<file path="src/rtl/branch_verify_unit.sv">
// EX-stage branch resolver: computes actual direction/target, compares with the
// IF/ID prediction, and drives a registered verify pulse toward the BPU.
module branch_verify_unit #(
  parameter int ENTRY_W = 64,
  parameter int CNT_W   = 32
) (
  input  logic               clk,
  input  logic               reset,
  input  logic               flush_i,
  input  logic               correct_finish,
  input  logic               in_valid,
  input  logic [31:0]        in_pc,
  input  logic [2:0]         in_br_type,
  input  logic [2:0]         in_br_cond,
  input  logic               in_reg_target,
  input  logic [31:0]        in_imm_target,
  input  logic [31:0]        in_rs,
  input  logic [31:0]        in_rt,
  input  logic               in_pred_taken,
  input  logic [31:0]        in_pred_target,
  input  logic [ENTRY_W-1:0] in_entry,
  output logic               vr_ready,
  output logic [31:0]        vr_pc,
  output logic [2:0]         vr_br_type,
  output logic               vr_is_taken,
  output logic               vr_success,
  output logic [31:0]        vr_target,
  output logic [ENTRY_W-1:0] vr_entry,
  output logic               pending,
  output logic [CNT_W-1:0]   br_cnt,
  output logic [CNT_W-1:0]   miss_cnt
);

  localparam logic [0:0] IDLE     = 1'b0;
  localparam logic [0:0] WAIT_FIX = 1'b1;

  localparam logic [2:0] COND_EQ     = 3'd0;
  localparam logic [2:0] COND_NE     = 3'd1;
  localparam logic [2:0] COND_GEZ    = 3'd2;
  localparam logic [2:0] COND_GTZ    = 3'd3;
  localparam logic [2:0] COND_LEZ    = 3'd4;
  localparam logic [2:0] COND_LTZ    = 3'd5;
  localparam logic [2:0] COND_ALWAYS = 3'd6;

  localparam logic [CNT_W-1:0] CNT_ONE = CNT_W'(1);

  logic [0:0]  state;
  logic [0:0]  state_next;
  logic        accept;
  logic        taken;
  logic        rs_neg;
  logic        rs_zero;
  logic [31:0] act_target;
  logic [31:0] fall_through;
  logic        success;

  assign rs_neg  = in_rs[31];
  assign rs_zero = (in_rs == '0);

  always_comb begin
    taken = 1'b0;
    case (in_br_cond)
      COND_EQ:     taken = (in_rs == in_rt);
      COND_NE:     taken = (in_rs != in_rt);
      COND_GEZ:    taken = !rs_neg;
      COND_GTZ:    taken = !rs_neg && !rs_zero;
      COND_LEZ:    taken = rs_neg || rs_zero;
      COND_LTZ:    taken = rs_neg;
      COND_ALWAYS: taken = 1'b1;
      default:     taken = 1'b0;
    endcase
  end

  assign act_target   = in_reg_target ? in_rs : in_imm_target;
  assign fall_through = in_pc + 32'd8;
  assign success      = (taken == in_pred_taken) &&
                        (!taken || (act_target == in_pred_target));

  // Flush has priority over a same-cycle accept; WAIT_FIX drops everything.
  assign accept = in_valid && (in_br_type != 3'd0) && (state == IDLE) && !flush_i;

  always_comb begin
    state_next = state;
    case (state)
      IDLE:     if (accept && !success) state_next = WAIT_FIX;
      WAIT_FIX: if (correct_finish || flush_i) state_next = IDLE;
      default:  state_next = IDLE;
    endcase
  end

  always_ff @(posedge clk or posedge reset) begin
    if (reset) begin
      state <= IDLE;
    end else begin
      state <= state_next;
    end
  end

  assign pending = (state == WAIT_FIX);

  always_ff @(posedge clk or posedge reset) begin
    if (reset) begin
      vr_ready    <= 1'b0;
      vr_pc       <= '0;
      vr_br_type  <= '0;
      vr_is_taken <= 1'b0;
      vr_success  <= 1'b0;
      vr_target   <= '0;
      vr_entry    <= '0;
    end else begin
      vr_ready <= accept;
      if (accept) begin
        vr_pc       <= in_pc;
        vr_br_type  <= in_br_type;
        vr_is_taken <= taken;
        vr_success  <= success;
        vr_target   <= taken ? act_target : fall_through;
        vr_entry    <= in_entry;
      end
    end
  end

  // Counters follow the registered pulse, so they lag vr_ready by one cycle.
  always_ff @(posedge clk or posedge reset) begin
    if (reset) begin
      br_cnt   <= '0;
      miss_cnt <= '0;
    end else if (vr_ready) begin
      br_cnt <= br_cnt + CNT_ONE;
      if (!vr_success) miss_cnt <= miss_cnt + CNT_ONE;
    end
  end

endmodule

</file>
<file path="config.mk">
export PLATFORM = sky130hd
export DESIGN_NAME = branch_verify_unit
export DESIGN_NICKNAME = d
export VERILOG_FILES = /design/src/rtl/branch_verify_unit.sv
export SDC_FILE = /design/constraint.sdc
export NUM_CORES = 1
export LEC_CHECK = 0
export BUFFER_PORTS_ARGS = -buffer_cell sky130_fd_sc_hd__buf_2
export CAP_MARGIN = 20
export CELL_PAD_IN_SITES_DETAIL_PLACEMENT = 1
export CELL_PAD_IN_SITES_GLOBAL_PLACEMENT = 1
export CORE_AREA = 2 2 171 173
export DETAILED_ROUTE_END_ITERATION = 16
export DIE_AREA = 0 0 173 175
export PLACE_DENSITY = 0.79
export SYNTH_ARGS = -nofsm -noshare
export SYNTH_HDL_FRONTEND = slang
export SYNTH_SLANG_ARGS = --single-unit
export TNS_END_PERCENT = 1
</file>
<file path="constraint.sdc">
create_clock -name clk -period 11.6 [get_ports clk]
set_clock_uncertainty 0.15 [all_clocks]
set_input_delay 2.32 -clock clk [delete_from_list [all_inputs] [get_ports clk]]
set_output_delay 2.32 -clock clk [all_outputs]
set_load 0.01 [all_outputs]
</file>
# Yosys cells after proc, flatten, opt, wreduce, memory -nomap -nowiden
# Cells that the tools add are included.
# totals
reg_bits	199
inputBits	237
output_inout_bits	199
word_cells	49
# classes
addsub	3
n_eq_ne	10
muxes	6
bitwise	2
n_reduce_logical	18
# ops
op	n
adder 32 x 1 -> 32 bit (second input constant)	2
== test 32 bit	2
two-way mux 32 bit	2
adder 32 x 4 -> 32 bit (second input constant)	1
zero test 32 bit	1
inequality test 32 bit	1
== test 3 bit (second input constant)	3
case mux 1 bit (7 select lines)	1
== test 3 x 2 -> 1 bit (second input constant)	2
logical AND 1 bit	6
zero test 1 bit	5
== test 3 x 1 -> 1 bit (second input constant)	1
zero test 3 bit	1
logical OR 1 bit	3
nonzero test 3 bit	1
two-way mux 1 bit	2
NOT 1 bit	2
case mux 1 bit (2 select lines)	1
AND reduction 2 bit	1
== test 1 bit	1

# Depth between registers and ports, before layout
# Gate-level depths: netlist of the first run.
# depth
depth_word	11
depth_mapped	9
mapped_depth_nobuf	8

# Worst setup path before layout of the first run
# OpenSTA, ideal clock, no wires.
# synth_path
kind	input to register
start	input port in_reg_target
end	register vr_success
setup_time_ps	65
t_arrival_ps	3930
required_ps	11385
slack_ps	7456
stages	9
path_buffers	2
cell_sequence	clkbuf_1 > buf_2 > mux2_2 > xnor2_1 > nand4_1 > nor4_1 > nand3_1 > mux2i_1 > mux2_2
# synth_between
elab_chain_len	4
# synth_lines
element	line_no	source
from (decl)	15	input logic in_reg_target,
two-way mux 32 bit	74	assign act_target = in_reg_target ? in_rs : in_imm_target;
== test 32 bit	77	(!taken || (act_target == in_pred_target));
logical OR 1 bit	77	
logical AND 1 bit	76	assign success = (taken == in_pred_taken) &&
to (signal assigned)	116	vr_success <= success;
to (decl)	26	output logic vr_success,
# No other way between the ends.
# A chain may end at the register's enable or synchronous reset.

# Worst setup path after layout of the first run
# layout_path
start	input port flush_i
end	register vr_target[1]
# layout_between
elab_chain_len	2
# layout_lines
element	line_no	source
from (decl)	9	input logic flush_i,
zero test 1 bit	80	assign accept = in_valid && (in_br_type != 3'd0) && (state == IDLE) && !flush_i;
logical AND 1 bit	80	
to (signal assigned)	117	vr_target <= taken ? act_target : fall_through;
to (decl)	27	output logic [31:0] vr_target,
# No other way between the ends.

==> results of run 1 <==
[where the power goes]
part | internal, W | total [W] | switching (W) | leakage (nW)
sequential | 0.000803 | 0.000882 | 0.0000790 | 2.56
clock | 0.000300 | 0.000616 | 0.000315 | 0.295
combinational | 0.000197 | 0.000490 | 0.000293 | 3.97
[layout by cell type (no fill, tap or decap), drive strengths merged, types with 2 or more instances in the layout]
master and instances:
diode 2, inv 15, a311oi 2, nor2 54, nor4 15, mux2 7
clkinv 5, nand3 37, nor3 38, nand2b 2, mux2i 30, and3 12
dfrtp 199, o211ai 3, clkbuf 18, nand2 333, buf 440, a221o 26
ha 3, nand4 40, xor2 65, and4 5, xnor2 88, o21ai 2
a22o 3
[flip-flops by register name, indices dropped and copies added, names as in the netlist]
name	flops
vr_entry	64
br_cnt	32
miss_cnt	32
vr_pc	32
vr_target	32
vr_br_type	3
pending	1
vr_is_taken	1
vr_ready	1
vr_success	1
[worst max-delay path by stage]
stage / start / end / depth (start not counted)
6_report: flush_i / vr_target[1] / 8
5_1_grt: flush_i / vr_target[1] / 8
4_1_cts: flush_i / vr_target[0] / 8
3_5_place_dp: flush_i / vr_target[1] / 8
3_3_place_gp: flush_i / vr_target[2] / 8
2_1_floorplan: reset / br_cnt[0] / 1
[synthesized netlist by cell type (all sizes together) (2+ instances only)]
library cell    n  area share, %
mux2i          30            3.1
nor3           38            2.1
inv             7           0.27
nor4           15            1.1
o21ai           2           0.10
o211ai          3           0.23
clkbuf         24           0.93
nand3          37            1.9
and3           12           0.77
and4            5           0.45
nand2b          2           0.13
xnor2          88            7.9
dfrtp         199             51
nor2           54            2.2
buf            22            1.2
ha              3           0.38
nand4          40            2.7
a22o            3           0.27
a221o          26            2.7
a311oi          2           0.18
xor2           65            5.8
nand2         333             13
mux2            7           0.81
[area by class of cell]
| class | count | area (sq um) | share of cell area (%) |
|---|---|---|---|
| Antenna cell | 2 | 5.00 | 0.0387 |
| Clock buffer | 18 | 439 | 3.39 |
| Clock inverter | 14 | 174 | 1.34 |
| Inverter | 7 | 36.3 | 0.280 |
| Multi-Input combinational cell | 777 | 4580 | 35.4 |
| Sequential cell | 199 | 4980 | 38.5 |
| Tap cell | 384 | 480 | 3.71 |
| Timing Repair Buffer | 440 | 2250 | 17.4 |
[kinds of logic after synthesis]
family	count (synthesis)	synth area share, %
flops	199	51.0
compound gates	42	4.01
buf+inv	53	2.40
simple gates	542	24.6
fa+ha+maj	3	0.384
mux	37	3.88
xor+xnor	153	13.7
[layer usage]
layer	share of wire (%)	GRT usage, %	wire length, um
met1	41	30.5	15300
met2	47	38.6	17500
met3	7.6	7.31	2820
met4	4.1	10.9	1520
met5	0.035	0	13
[stage by stage]
stage	utilization [%]	setup slack [ns]
3_3_place_gp	43.3	6.32
4_1_cts	45.5	6.68
3_5_place_dp	43.3	6.22
6_report	45.6	6.45
5_1_grt	45.6	6.43
2_1_floorplan	-	3.70
[worst max-delay path: cells and delay by family]
kind                   cells  cell delay (ns)
and+or+nand+nor            2             0.73
buffers and inverters      4             1.63
AOI/OAI and AO/OA          2             0.36
==> flow_summary.ini, run 1 <==
[synthesis]
syn-cell-area_sq_mm = 0.00977
synth_ff_type = dfrtp_1
syn_nets = 1269
synth_cell_types = 44
synth_edf_count = 0
ys_ff_latch = 199
syn_area_per_cell_sq_um = 9.49
seq_area_frac_synth_pct = 51.0
synth_cells = 1029
yosysWarnings = 0
async_flop_share_pct = 100

[sta]
finalSetupViolCount = 0
finalHoldViolCount = 0
slew_violations = 0
timing.fmax_ghz = 0.194
period_needed_ns = 5.15
slew_headroom_pct = 33.6
rsz0062_at_grt = no
tightest_slew_ns = 0.995
setup_tns_ns = 0
timing.hold.ws_ns = 0.323
finalCritPeriodShare_pct = 44.4

[final_layout]
nets = 1682
final_layout_size_suffix_gt1_share_pct = 33.7
stdcell_count = 1841
area_growth_pct = 32.4
fill_cells = 3448
finalInstanceArea_sq_mm = 0.0129

[clock_tree]
numCtsBuffers = 17
cts_buffer_depth = 2
root_buffer = clkbuf_16
cts_hold_buf = 0
cts_sinks = 199
htreeDepth = 4
clk_latency_ns = 0.44
cts_tree = yes
post_cts_buffers = 0
cts_resized = 0
clkTransAtPathRegs_ns = 0.08

[power]
leakage_nw = 6.82
ir_drop_mv = 0.0774
power_density_mw_per_mm2 = 154
totalPowerFinal_w = 0.00199

[global_routing]
grt_max_degree = 188
gr-total-overflow = 0
antenna_found_initial = 3
grt_pass1_wl_um = 56400
grt_usage_pct = 24.3
first_global_vias = 9587

[setup_path]
worstPathArrival_ns = 5.35
critical_path.endpoint_type = flip-flop
cp-start-kind = input pin
slowest_stage = buf_4
max_stage_delay_ns = 0.71
rrSetupSlack_ns = 7.98
criticalPathCategory = in -> reg
r2r_cells = 7
path_max_fanout = 187
r2r-end = vr_target[1]
path_cells = buf_2 > nor3b_1 > o31ai_4 > buf_12 > inv_4 > buf_4 > nand2_1 > o211ai_1
r2r-start = pending
cp.required_ns = 11.80

[drt]
firstDrtPassIters = 4
wl_um = 37200
via_per_inst = 5.00
wl_per_cell_um = 20.2
drt-initial-drc-count = 645
drc_errors = 0
vias = 9204
ant_nets = 0

[placed_design]
placedCellCount = 1806
postPlaceCellArea_sq_mm = 0.0123
place.gp.congestion = 0.947
io_buffers = 435
dp_hpwl_um = 28900

[worst_hold_path]
worst_hold_path.num_cells = 2
hold_end = vr_entry[50]
hold_path_class = reg -> reg
worstHoldStart = vr_entry[50]

[die]
die_area_sq_mm = 0.0303
coreArea_sq_mm = 0.0284
start_util_pct = 34.4
rows = 62
fp.dieH_um = 175
io_pins = 436
die_x_um = 173

[status]
status = completed

[flow_run]
maxCapViolCount = 0
(Power assumes the default switching activity.)
==> inputs of run 2 (changes only) <==
--- a/config.mk
+++ b/config.mk
@@ -9,10 +9,10 @@
 export CAP_MARGIN = 20
 export CELL_PAD_IN_SITES_DETAIL_PLACEMENT = 1
 export CELL_PAD_IN_SITES_GLOBAL_PLACEMENT = 1
-export CORE_AREA = 2 2 171 173
+export CORE_MARGIN = 1
+export CORE_UTILIZATION = 35
 export DETAILED_ROUTE_END_ITERATION = 16
-export DIE_AREA = 0 0 173 175
-export PLACE_DENSITY = 0.79
+export PLACE_DENSITY = 0.8
 export SYNTH_ARGS = -nofsm -noshare
 export SYNTH_HDL_FRONTEND = slang
 export SYNTH_SLANG_ARGS = --single-unit
==> constraint.sdc (replaced) <==
create_clock -name clk -period 5.35 [get_ports clk]
set_clock_uncertainty 0.15 [all_clocks]
set_input_delay 1.07 -clock clk [delete_from_list [all_inputs] [get_ports clk]]
set_output_delay 1.07 -clock clk [all_outputs]
set_load 0.01 [all_outputs]
==> flow_summary.ini, run 2 (same netlist as run 1, synthesis figures left out) <==
[clock_tree]
htreeDepth = 4
cts_tree = yes
cts_buffer_depth = 2
clkTransAtPathRegs_ns = 0.09
clk_latency_ns = 0.44
cts_hold_buf = 0
numCtsBuffers = 17
cts_sinks = 199
cts_resized = 0
root_buffer = clkbuf_16
post_cts_buffers = 0

[die]
coreArea_sq_mm = 0.0272
start_util_pct = 35.9
die_x_um = 169
fp.dieH_um = 169
die_area_sq_mm = 0.0286
io_pins = 436
rows = 60

[flow_run]
maxCapViolCount = 0

[drt]
drt-initial-drc-count = 598
wl_met2_um = 18700
firstDrtPassIters = 5
drc_errors = 0
wl_per_cell_um = 20.4
wl_um = 37400
wl_met3_um = 2590
vias = 9200
top_layer_used = met4
route.layer.met1.wl_um = 15200
ant_nets = 0
via_per_inst = 5.02

[setup_path]
worstPathArrival_ns = 3.83
path_max_fanout = 50
criticalPathCategory = in -> reg
cp.required_ns = 5.51
critical_path.endpoint_type = flip-flop
cp-start-kind = input pin

[power]
totalPowerFinal_w = 0.00432
power_density_mw_per_mm2 = 334
ir_drop_mv = 0.208
leakage_nw = 6.82

[placed_design]
dp_hpwl_um = 29300
postPlaceCellArea_sq_mm = 0.0123
placedCellCount = 1797
place.gp.congestion = 1.07
io_buffers = 435

[final_layout]
final_layout_size_suffix_gt1_share_pct = 33.8
layout_commonest_cell = buf_2
largest_reg_flops = 64
stdcell_count = 1834
finalInstanceArea_sq_mm = 0.0129
area_growth_pct = 32.4
nets = 1684
mostFrequentLayoutCells = buf_2, nand2_1, dfrtp_1
fill_cells = 3266
regMostFlops = vr_entry

[global_routing]
grt_max_degree = 187
gr-total-overflow = 0
grt_pass1_wl_um = 56300
grt_usage_pct = 26.1
first_global_vias = 9703
antenna_found_initial = 5

[sta]
slew_violations = 0
period_needed_ns = 3.67
tightest_slew_ns = 0.999
timing.fmax_ghz = 0.273
finalHoldViolCount = 0
rsz0062_at_grt = no
finalSetupViolCount = 0
setup_tns_ns = 0
slew_headroom_pct = 33.4
finalCritPeriodShare_pct = 68.6

[worst_hold_path]
hold_path_class = reg -> reg

[status]
status = completed
run 2: through the flow:
stage | worst slack (ns) | hold slack [ns] | utilization, %
floorplan | 1.56 | 0.357 | -
global placement | 1.55 | 0.303 | 45.3
detailed placement | 1.37 | 0.307 | 45.3
CTS | 1.80 | 0.327 | 47.6
global route | 1.57 | 0.350 | 47.6
finish | 1.68 | 0.321 | 47.6
run 2: worst paths after layout:
check	start	cells past startpoint	endpoint	slack, ns
max	in_rs[14]	9	vr_target[27]	1.68
min in group asynchronous	reset	3	vr_entry[0]	0.65
min reg2reg	miss_cnt[31]	1	miss_cnt[31]	0.32
max reg2reg	pending	6	vr_pc[14]	2.60
max in group asynchronous	reset	4	vr_target[23]	3.45
min	miss_cnt[31]	1	miss_cnt[31]	0.32
run 2: worst max-delay path, stage by stage:
cell	delay, ns
buf_2	0.12
xnor2_1	0.38
nand4_1	0.17
nor4_1	0.52
a2111oi_1	0.23
a211oi_4	0.39
buf_4	0.50
nor3_1	0.12
a221o_1	0.31
run 2: where the power goes:
group	switching, W	leakage [nW]	internal, W	total [W]
clock	0.000701	0.299	0.000648	0.00135
sequential	0.000171	2.56	0.00174	0.00191
combinational	0.000637	3.97	0.000429	0.00107
total	0.00151	6.82	0.00282	0.00432
run 2: layer usage:
metal	up-vias	global-route usage, %
met4	0	7.76
met1	4557	31.5
met3	61	7.41
li1	4277	-
met2	305	45.1
met5	-	0
run 2: layout make-up:
class / count / area (sq um) / share of cell area (%)
inverter: 7 / 32.5 / 0.251
clock buffer: 17 / 425 / 3.29
timing repair buffer: 442 / 2250 / 17.4
antenna: 5 / 12.5 / 0.0967
sequential: 199 / 4980 / 38.5
clock inverter: 15 / 191 / 1.48
tap: 372 / 465 / 3.60
multi-input combinational: 777 / 4580 / 35.4
